$ cat src/rtl/lfsr_pkg.sv
// Shared definitions for the lfsr_prng pseudo-random source: tap table,
// FSM encoding and lock-up counter width.
package lfsr_pkg;

    localparam int LOCKUP_CNT_W = 8;

    typedef enum logic {
        FILL = 1'b0,
        HOLD = 1'b1
    } fsm_e;

    function automatic logic lfsr_width_ok(input int width);
        return (width == 8) || (width == 16) || (width == 24) || (width == 32);
    endfunction

    // Maximal-length Fibonacci taps; callers keep the low WIDTH bits of the mask.
    function automatic logic [31:0] lfsr_taps(input int width);
        logic [31:0] mask;
        mask = '0;
        case (width)
            8:       mask = 32'h0000_00B8;  // 7,5,4,3
            16:      mask = 32'h0000_D008;  // 15,14,12,3
            24:      mask = 32'h00E1_0000;  // 23,22,21,16
            32:      mask = 32'h8020_0003;  // 31,21,1,0
            default: mask = '0;
        endcase
        return mask;
    endfunction

endpackage

$ cat src/rtl/lfsr_core.sv
// LFSR state register with tap XOR, step enable and seed load; a zero seed
// is replaced by SEED so the register can never enter the all-zero state.
module lfsr_core
    import lfsr_pkg::*;
#(
    parameter int               WIDTH = 16,
    parameter logic [WIDTH-1:0] SEED  = WIDTH'(1)
) (
    input  logic             clk,
    input  logic             rst_n,
    input  logic             seed_valid_i,
    input  logic [WIDTH-1:0] seed_data_i,
    input  logic             step_i,
    output logic [WIDTH-1:0] state_o,
    output logic             tap_o
);

    if (!lfsr_width_ok(WIDTH)) begin : g_bad_width
        $error("lfsr_core: WIDTH must be 8, 16, 24 or 32");
    end

    localparam logic [31:0]      TAPS_ALL = lfsr_taps(WIDTH);
    localparam logic [WIDTH-1:0] TAP_MASK = TAPS_ALL[WIDTH-1:0];

    logic [WIDTH-1:0] state_q;
    logic [WIDTH-1:0] state_d;
    logic             tap;

    assign tap = ^(state_q & TAP_MASK);

    // A seed load wins over a step requested in the same cycle.
    always_comb begin
        state_d = state_q;
        if (seed_valid_i) begin
            state_d = (seed_data_i == '0) ? SEED : seed_data_i;
        end else if (step_i) begin
            state_d = {state_q[WIDTH-2:0], tap};
        end
    end

    // NOTE: sequential state uses non-blocking assignments so every flop
    // samples the pre-edge values, independent of statement order.
    always_ff @(posedge clk or negedge rst_n) begin
        if (!rst_n) begin
            state_q <= SEED;
        end else begin
            state_q <= state_d;
        end
    end

    assign state_o = state_q;
    assign tap_o   = tap;

endmodule

$ cat src/rtl/lfsr_prng.sv
// Fibonacci LFSR word source with valid/ready output and runtime reseeding.
// Define LFSR_LOCKUP_CNT_EN to count zero-seed repairs on lockup_cnt.
module lfsr_prng
    import lfsr_pkg::*;
#(
    parameter int               WIDTH = 16,
    parameter int               OUT_W = 16,
    parameter logic [WIDTH-1:0] SEED  = WIDTH'(1)
) (
    input  logic                    CLK,
    input  logic                    RSTn,
    input  logic                    seed_valid,
    input  logic [WIDTH-1:0]        seed_data,
    output logic                    seed_ready,
    output logic                    rnd_valid,
    input  logic                    rnd_ready,
    output logic [OUT_W-1:0]        rnd_data,
    output logic [WIDTH-1:0]        lfsr_state,
    output logic [LOCKUP_CNT_W-1:0] lockup_cnt
);

    if (OUT_W < 1 || OUT_W > 32) begin : g_bad_out_w
        $error("lfsr_prng: OUT_W must be in 1..32");
    end
    if (SEED == '0) begin : g_bad_seed
        $error("lfsr_prng: SEED must be non-zero");
    end

    localparam int               CNT_W    = (OUT_W > 1) ? $clog2(OUT_W) : 1;
    localparam logic [CNT_W-1:0] CNT_LAST = CNT_W'(OUT_W - 1);

    fsm_e             fsm_q, fsm_d;
    logic [CNT_W-1:0] cnt_q, cnt_d;
    logic [OUT_W-1:0] word_q, word_d, word_shift;
    logic             step;
    logic             tap;

    lfsr_core #(
        .WIDTH (WIDTH),
        .SEED  (SEED)
    ) u_core (
        .clk          (CLK),
        .rst_n        (RSTn),
        .seed_valid_i (seed_valid),
        .seed_data_i  (seed_data),
        .step_i       (step),
        .state_o      (lfsr_state),
        .tap_o        (tap)
    );

    if (OUT_W == 1) begin : g_shift_1
        assign word_shift = tap;
    end else begin : g_shift_n
        assign word_shift = {word_q[OUT_W-2:0], tap};
    end

    // NOTE: every signal written here gets a default first, so no path
    // through the block leaves one unassigned and no latch is inferred.
    always_comb begin
        fsm_d  = fsm_q;
        cnt_d  = cnt_q;
        word_d = word_q;
        step   = 1'b0;
        if (seed_valid) begin
            // Restart the word; a coincident handshake still consumes it.
            fsm_d  = FILL;
            cnt_d  = '0;
            word_d = '0;
        end else begin
            case (fsm_q)
                FILL: begin
                    step   = 1'b1;
                    word_d = word_shift;
                    if (cnt_q == CNT_LAST) begin
                        cnt_d = '0;
                        fsm_d = HOLD;
                    end else begin
                        cnt_d = cnt_q + CNT_W'(1);
                    end
                end
                HOLD: begin
                    if (rnd_ready) begin
                        fsm_d = FILL;
                    end
                end
            endcase
        end
    end

    always_ff @(posedge CLK or negedge RSTn) begin
        if (!RSTn) begin
            fsm_q  <= FILL;
            cnt_q  <= '0;
            word_q <= '0;
        end else begin
            fsm_q  <= fsm_d;
            cnt_q  <= cnt_d;
            word_q <= word_d;
        end
    end

    assign seed_ready = 1'b1;
    assign rnd_valid  = (fsm_q == HOLD);
    assign rnd_data   = word_q;

`ifdef LFSR_LOCKUP_CNT_EN
    logic [LOCKUP_CNT_W-1:0] lockup_q, lockup_d;

    always_comb begin
        lockup_d = lockup_q;
        if (seed_valid && (seed_data == '0) && (lockup_q != '1)) begin
            lockup_d = lockup_q + LOCKUP_CNT_W'(1);
        end
    end

    always_ff @(posedge CLK or negedge RSTn) begin
        if (!RSTn) begin
            lockup_q <= '0;
        end else begin
            lockup_q <= lockup_d;
        end
    end

    assign lockup_cnt = lockup_q;
`else
    assign lockup_cnt = '0;
`endif

endmodule

$ cat config.mk
export PLATFORM = sky130hd
export DESIGN_NAME = lfsr_prng
export DESIGN_NICKNAME = d
export VERILOG_FILES = /design/src/rtl/lfsr_pkg.sv /design/src/rtl/lfsr_core.sv /design/src/rtl/lfsr_prng.sv
export SDC_FILE = /design/constraint.sdc
export NUM_CORES = 1
export LEC_CHECK = 0
export ABC_AREA = 0
export BUFFER_PORTS_ARGS = -buffer_cell sky130_fd_sc_hd__buf_2
export CORE_UTILIZATION = 53
export DETAILED_ROUTE_END_ITERATION = 8
export PLACE_DENSITY = 0.84
export RECOVER_POWER = 50
export SLEW_MARGIN = 20
export SYNTH_ARGS = -nofsm -noshare
export SYNTH_HDL_FRONTEND = slang
export SYNTH_SLANG_ARGS = --single-unit
$ cat constraint.sdc
create_clock -name CLK -period 2.3 [get_ports CLK]
set_input_delay 0.115 -clock CLK [delete_from_list [all_inputs] [get_ports CLK]]
set_output_delay 0.115 -clock CLK [all_outputs]
set_load 0.01 [all_outputs]
== Yosys cells after proc, flatten, opt, wreduce, memory -nomap -nowiden ==
Index checks and enable logic that the tools add are counted.

* Register bits after elaboration: 37
* Latch bits: 0
* Memory bits (writable): 0
* Memory bits (read-only): 0
* Output and inout port bits: 42
* Memories kept: 0

* Add/sub/neg operators: 1
* $mul: 0
* Divide/modulo/power cells: 0
* Order comparisons: 0
* Equal/unequal tests: 2
* Shifts and indexed selects: 0
* Muxes and demuxes: 14
* Bitwise logic cells: 1
* Reduce and logical (&&, ||, !) cells: 3

{| class="wikitable"
|+ Operators with widths
! cell !! number
|-
| $mux 16 || 5
|-
| $logic_not 16->1 || 1
|-
| $reduce_xor 16->1 || 1
|-
| $mux 4 || 3
|-
| $mux 1 || 5
|-
| $add 4x1->4 const B || 1
|-
| $eq 4x4->1 const B || 1
|-
| $ne 2x2->1 const B || 1
|-
| $pmux 1 s2 || 1
|-
| $reduce_bool 2->1 || 1
|-
| $not 1->1 || 1
|}

== Logic depth before layout (Yosys ltp) ==
* Depth in word-level cells: 4
* Gate-level depth with buffers: 5
* Gate-level depth less buffers: 5

== Cells and area by module ==
From an unflattened synthesis, not the netlist that was laid out.

* Cells, all modules: 165
* Area, all modules: 1,771.7 um^2

{| class="wikitable"
|+ Modules (own cells, without submodules)
! module !! times used !! cells an instance !! area an instance (um^2) !! seq. area each (um^2)
|-
| lfsr_prng || 1 || 88 || 979.7 || 525.5
|-
| lfsr_core || 1 || 77 || 792.0 || 401.6
|}

== Least setup slack after synthesis ==
Ideal clock, no wire load.

* Path kind: register to register
* Start point: register fsm_q, in the netlist rnd_valid
* End point: register cnt_q[1]
* Library setup time: 132 ps
* Arrival: 984 ps
* Path slack: 1,184 ps
* Cell stages (with the launch flop): 5
* Period minus slack after synthesis: 1,116 ps
* Path through: dfrtp_1 -> buf_4 -> buf_6 -> mux2i_1 -> nor2_1

* Cells in the longest elaborated chain, start to end: 1

{| class="wikitable"
|+ Ends and longest elaborated chain
! element !! RTL line !! text
|-
| from (decl) || lfsr_prng.sv:32 || <nowiki>fsm_e fsm_q, fsm_d;</nowiki>
|-
| from (signal assigned) || lfsr_prng.sv:96 || <nowiki>fsm_q <= fsm_d;</nowiki>
|-
| $ne 2x2->1 (no source line) || - ||
|-
| to (signal assigned) || lfsr_prng.sv:97 || <nowiki>cnt_q <= cnt_d;</nowiki>
|-
| to (decl) || lfsr_prng.sv:33 || <nowiki>logic [CNT_W-1:0] cnt_q, cnt_d;</nowiki>
|}

Every way passes these cells.
A chain may end at the register's enable or synchronous reset.

== Worst setup path in the final report ==
* Start point: register fsm_q, in the netlist rnd_valid
* End point: register u_core.state_q[6], in the netlist u_core.state_o[6]

* Cells in the longest elaborated chain, start to end: 3

{| class="wikitable"
|+ Ends and longest elaborated chain
! element !! RTL line !! text
|-
| $mux 1 || lfsr_prng.sv:70 || <nowiki>case (fsm_q)</nowiki>
|-
| $mux 1 || lfsr_prng.sv:64 || <nowiki>if (seed_valid) begin</nowiki>
|-
| $reduce_bool 2->1 (no source line) || - ||
|-
| to (signal assigned) || lfsr_core.sv:47 || <nowiki>state_q <= state_d;</nowiki>
|-
| to (decl) || lfsr_core.sv:25 || <nowiki>logic [WIDTH-1:0] state_q;</nowiki>
|}

Every way passes these cells.

==> impl_summary.md <==
Finish
The count of non-filler cells in the finished layout is 271. The number of diodes is 0. The synthesis-to-finish area growth is 21.59%. Of the cells placed in the final design, the portion with a size suffix greater than 1 is 0.2203. With fillers left out, the area of the finished cells amounts to about 0.0021 mm2. For this run, the post-layout net count is around 250.

The final core area utilization is 0.6903. In the layout the commonest cells are buf_2 (36), dfrtp_1 (35), mux2i_1 (31), nor2_1 (19). Leaving out fill and tap cells, the most frequent cell in the layout is buf_2.

Clock network
In this run the clock root is driven by a clkbuf_4. The clock buffer count from CTS is 5. TritonCTS built the clock tree. The later pin in the worst-skew pair is clocked with a latency of between 300 and 400 ps. After clock tree synthesis, the clock-pin slew on the worst setup and hold paths is approximately 110 ps. The count of instances resized after the clock tree is built is 0.

CTS saw 37 sinks. The number of buffers on the longest clock path is 2. In this run the number of H-tree levels came out at 2.

Yosys
The synthesis warning total is 0. The post-synthesis instance area is roughly 0.0018 mm2. The synthesized-area fraction occupied by ao, oa, aoi and oai cells is 0.07173. In this run, distinct cell masters in the synthesized netlist total 27. The post-synthesis register bit count is 37.

The synthesized-area fraction occupied by and/or/nand/nor cells is 0.1143. By area, the combinational part of the netlist is dominated by multiplexers. The post-synthesis share of cell area spent on xor and xnor gates is 0.01989. The adder and majority cell fraction of the synthesized area is 0.007102. The portion of synthesized area spent on multiplexers is 0.1825. For this run, the register share of the synthesized area comes to 0.5263. Each instance of the synthesized netlist takes up on average 10.68 um2. After technology mapping, the gate count stands at 165.

Placed design
The routability congestion estimate is ~0.71. The post-placement worst setup slack is between 700 and 800 ps. The placement-stage cell area is approximately 0.002 mm2. Buffers placed on the I/O ports in this run total 52.

The half-perimeter wire length after detailed placement is approximately 2.3 mm. Including well taps, the total number of placed cells is around 250.

Power
The cell leakage power is between 0.9 and 1 nW. The completed layout was analyzed and its total power is between 1 and 1.5 mW. In this run the power density over the cells is between 500 and 600 mW/mm2. The largest voltage drop on the vdd net is around 400 uV.

Timing
Setup repair after global routing left no endpoint under its margin. After routing, the total negative slack on setup checks comes to 0 ps. The number of max-slew violations in the final report came to 0.

The worst path meets setup with between 700 and 800 ps of slack. Setup violations remaining at the end of the flow were counted as 0. The final worst clock skew is approximately 6.9 ps. On the final layout, the worst hold slack is between 15 and 20 ps. The final period demand of the worst path is 1588 ps. Based on the critical path, the design can be clocked at up to about 630 MHz. The count of endpoints failing hold in the final timing report is 0. The tightest slew margin relative to the limit is 0.4738. Of the available clock period, the critical path in the final layout requires 0.6906. For the pin with the worst max-slew slack, the measured transition is between 700 and 800 ps.

Routing
In this run the remaining antenna-violating nets after routing total 0. For this block, the routed nets add up to between 3 and 4 mm of wire. The number of search-and-repair iterations in the first detailed-routing pass is 5. After the first detailed-routing iteration, the DRC count stood at between 50 and 60. In the routed design, unresolved DRC markers number 0.

The via count of the routed design is roughly 1400. The average wire per standard cell is ~13 um. The per-cell via count in the routed design is 5.018.

Worst setup path
The critical path endpoint category is a flop. Of all nets on the critical path, the largest fanout is 29. The kind of start point of the critical path is a flop. The critical path data arrival time is ~1800 ps. The worst endpoint required time is 2530 ps.

The setup path with the least slack is of type reg -> reg.

Global routing
The global-route congestion overflow total is 0. The via count of the first global-routing pass was between 1000 and 1500. The pin count of the biggest net entering global routing is 38. The initial antenna violation count is 0.

The total routing resource utilization after global routing is 0.2265. The first-pass GRT wire length is 5.865 mm.

Hold path
The path type of the worst min-delay path is in -> reg.

Job
Max-cap violations in this run came to 0.

Run status
The run finished with clean final reports.

Floorplanning
In this run the core area contains 20 standard-cell rows. The die covers between 0.003 and 0.004 mm2. The y dimension of the die is 59.66 um.

In this run the horizontal extent of the chip is slightly below 60 um. The total area inside the core boundary comes to around 0.0031 mm2. The number of ports placed on the die boundary is 62. The initial core utilization is 0.5677.
[Yosys cell counts, drive strengths merged]
| cell | instances | area share |
|---|---|---|
| dfrtp | 36 | 0.51 |
| mux2i | 31 | 0.18 |
| nor2 | 19 | 0.040 |
| nand2 | 17 | 0.036 |
| o21ai | 17 | 0.048 |
| buf | 14 | 0.061 |
| clkbuf | 5 | 0.011 |
| a21oi | 4 | 0.011 |
| nor4 | 3 | 0.011 |
| xnor2 | 3 | 0.015 |
| conb | 2 | 0.0043 |
| nor2b | 2 | 0.0071 |
| a41o | 1 | 0.0057 |
| dfstp | 1 | 0.015 |
| ha | 1 | 0.0071 |
| inv | 1 | 0.0021 |
| mux2 | 1 | 0.0064 |
| nand2b | 1 | 0.0036 |
| nand3 | 1 | 0.0028 |
| nor3 | 1 | 0.0028 |
| nor3b | 1 | 0.0071 |
| o21bai | 1 | 0.0064 |
| or3 | 1 | 0.0036 |
| xor2 | 1 | 0.0050 |
[flip-flops by register name, indices dropped and copies added (netlist names)]
signal          flops
rnd_data           16
u_core.state_o     16
cnt_q               4
rnd_valid           1
[per-layer routing]
metal / up-vias / part of all wire / global-route usage
li1: 664 / - / -
met1: 637 / 0.43 / 0.2876
met2: 54 / 0.49 / 0.3651
met3: 5 / 0.066 / 0.07359
met4: 0 / 0.0076 / 0.07641
met5: - / 0 / 0
[worst max-delay path, stage by stage (launching register included)]
cell and delay (ps):
dfrtp_2 860, buf_4 290, mux2i_1 230, o21ai_1 70
[power by group]
group,internal [mW],total [mW],switching (mW)
clock,0.116,0.330,0.214
sequential,0.694,0.732,0.0377
combinational,0.0876,0.200,0.112
total,0.898,1.26,0.363
[kinds of logic (layout without fill, tap and decap cells)]
group,count (synthesis),in the layout
XOR/XNOR,4,4
flip-flops,37,37
AO/OA/AOI/OAI,23,23
adder cells (fa/ha/maj),1,1
multiplexers,32,32
buffers and inverters,20,75
other,2,9
AND/OR/NAND/NOR,46,46
[cell type report]
cell class,count,area [um2]
repair buffers,66,372.9
inverters,1,3.754
fillers,272,960.9
multi-input cells,115,730.7
flip-flops and latches,37,928.4
clock inverters,2,10.01
well taps,44,55.05
clock buffers,6,41.29
[worst paths after layout]
path	startpoint	to	slack, ps	depth (start not counted)
max in group asynchronous	RSTn	rnd_valid$_DFF_PN0_	1380	2
setup reg to reg	rnd_valid$_DFF_PN0_	u_core.state_o[6]$_DFFE_PN0P_	710	3
hold reg to reg	rnd_data[15]$_DFFE_PN0P_	rnd_data[15]$_DFFE_PN0P_	530	2
hold / removal	seed_data[9]	u_core.state_o[9]$_DFFE_PN0P_	20	3
min in group asynchronous	RSTn	rnd_data[6]$_DFFE_PN0P_	380	2
setup / recovery	rnd_valid$_DFF_PN0_	u_core.state_o[6]$_DFFE_PN0P_	710	3
[timing repair]
item,CTS,global route
setup endpoints to repair,0,0
hold endpoints to repair,45,1
hold buffers,10,1
setup buffers,0,0
Note: power is estimated with default switching activity, not from simulation.
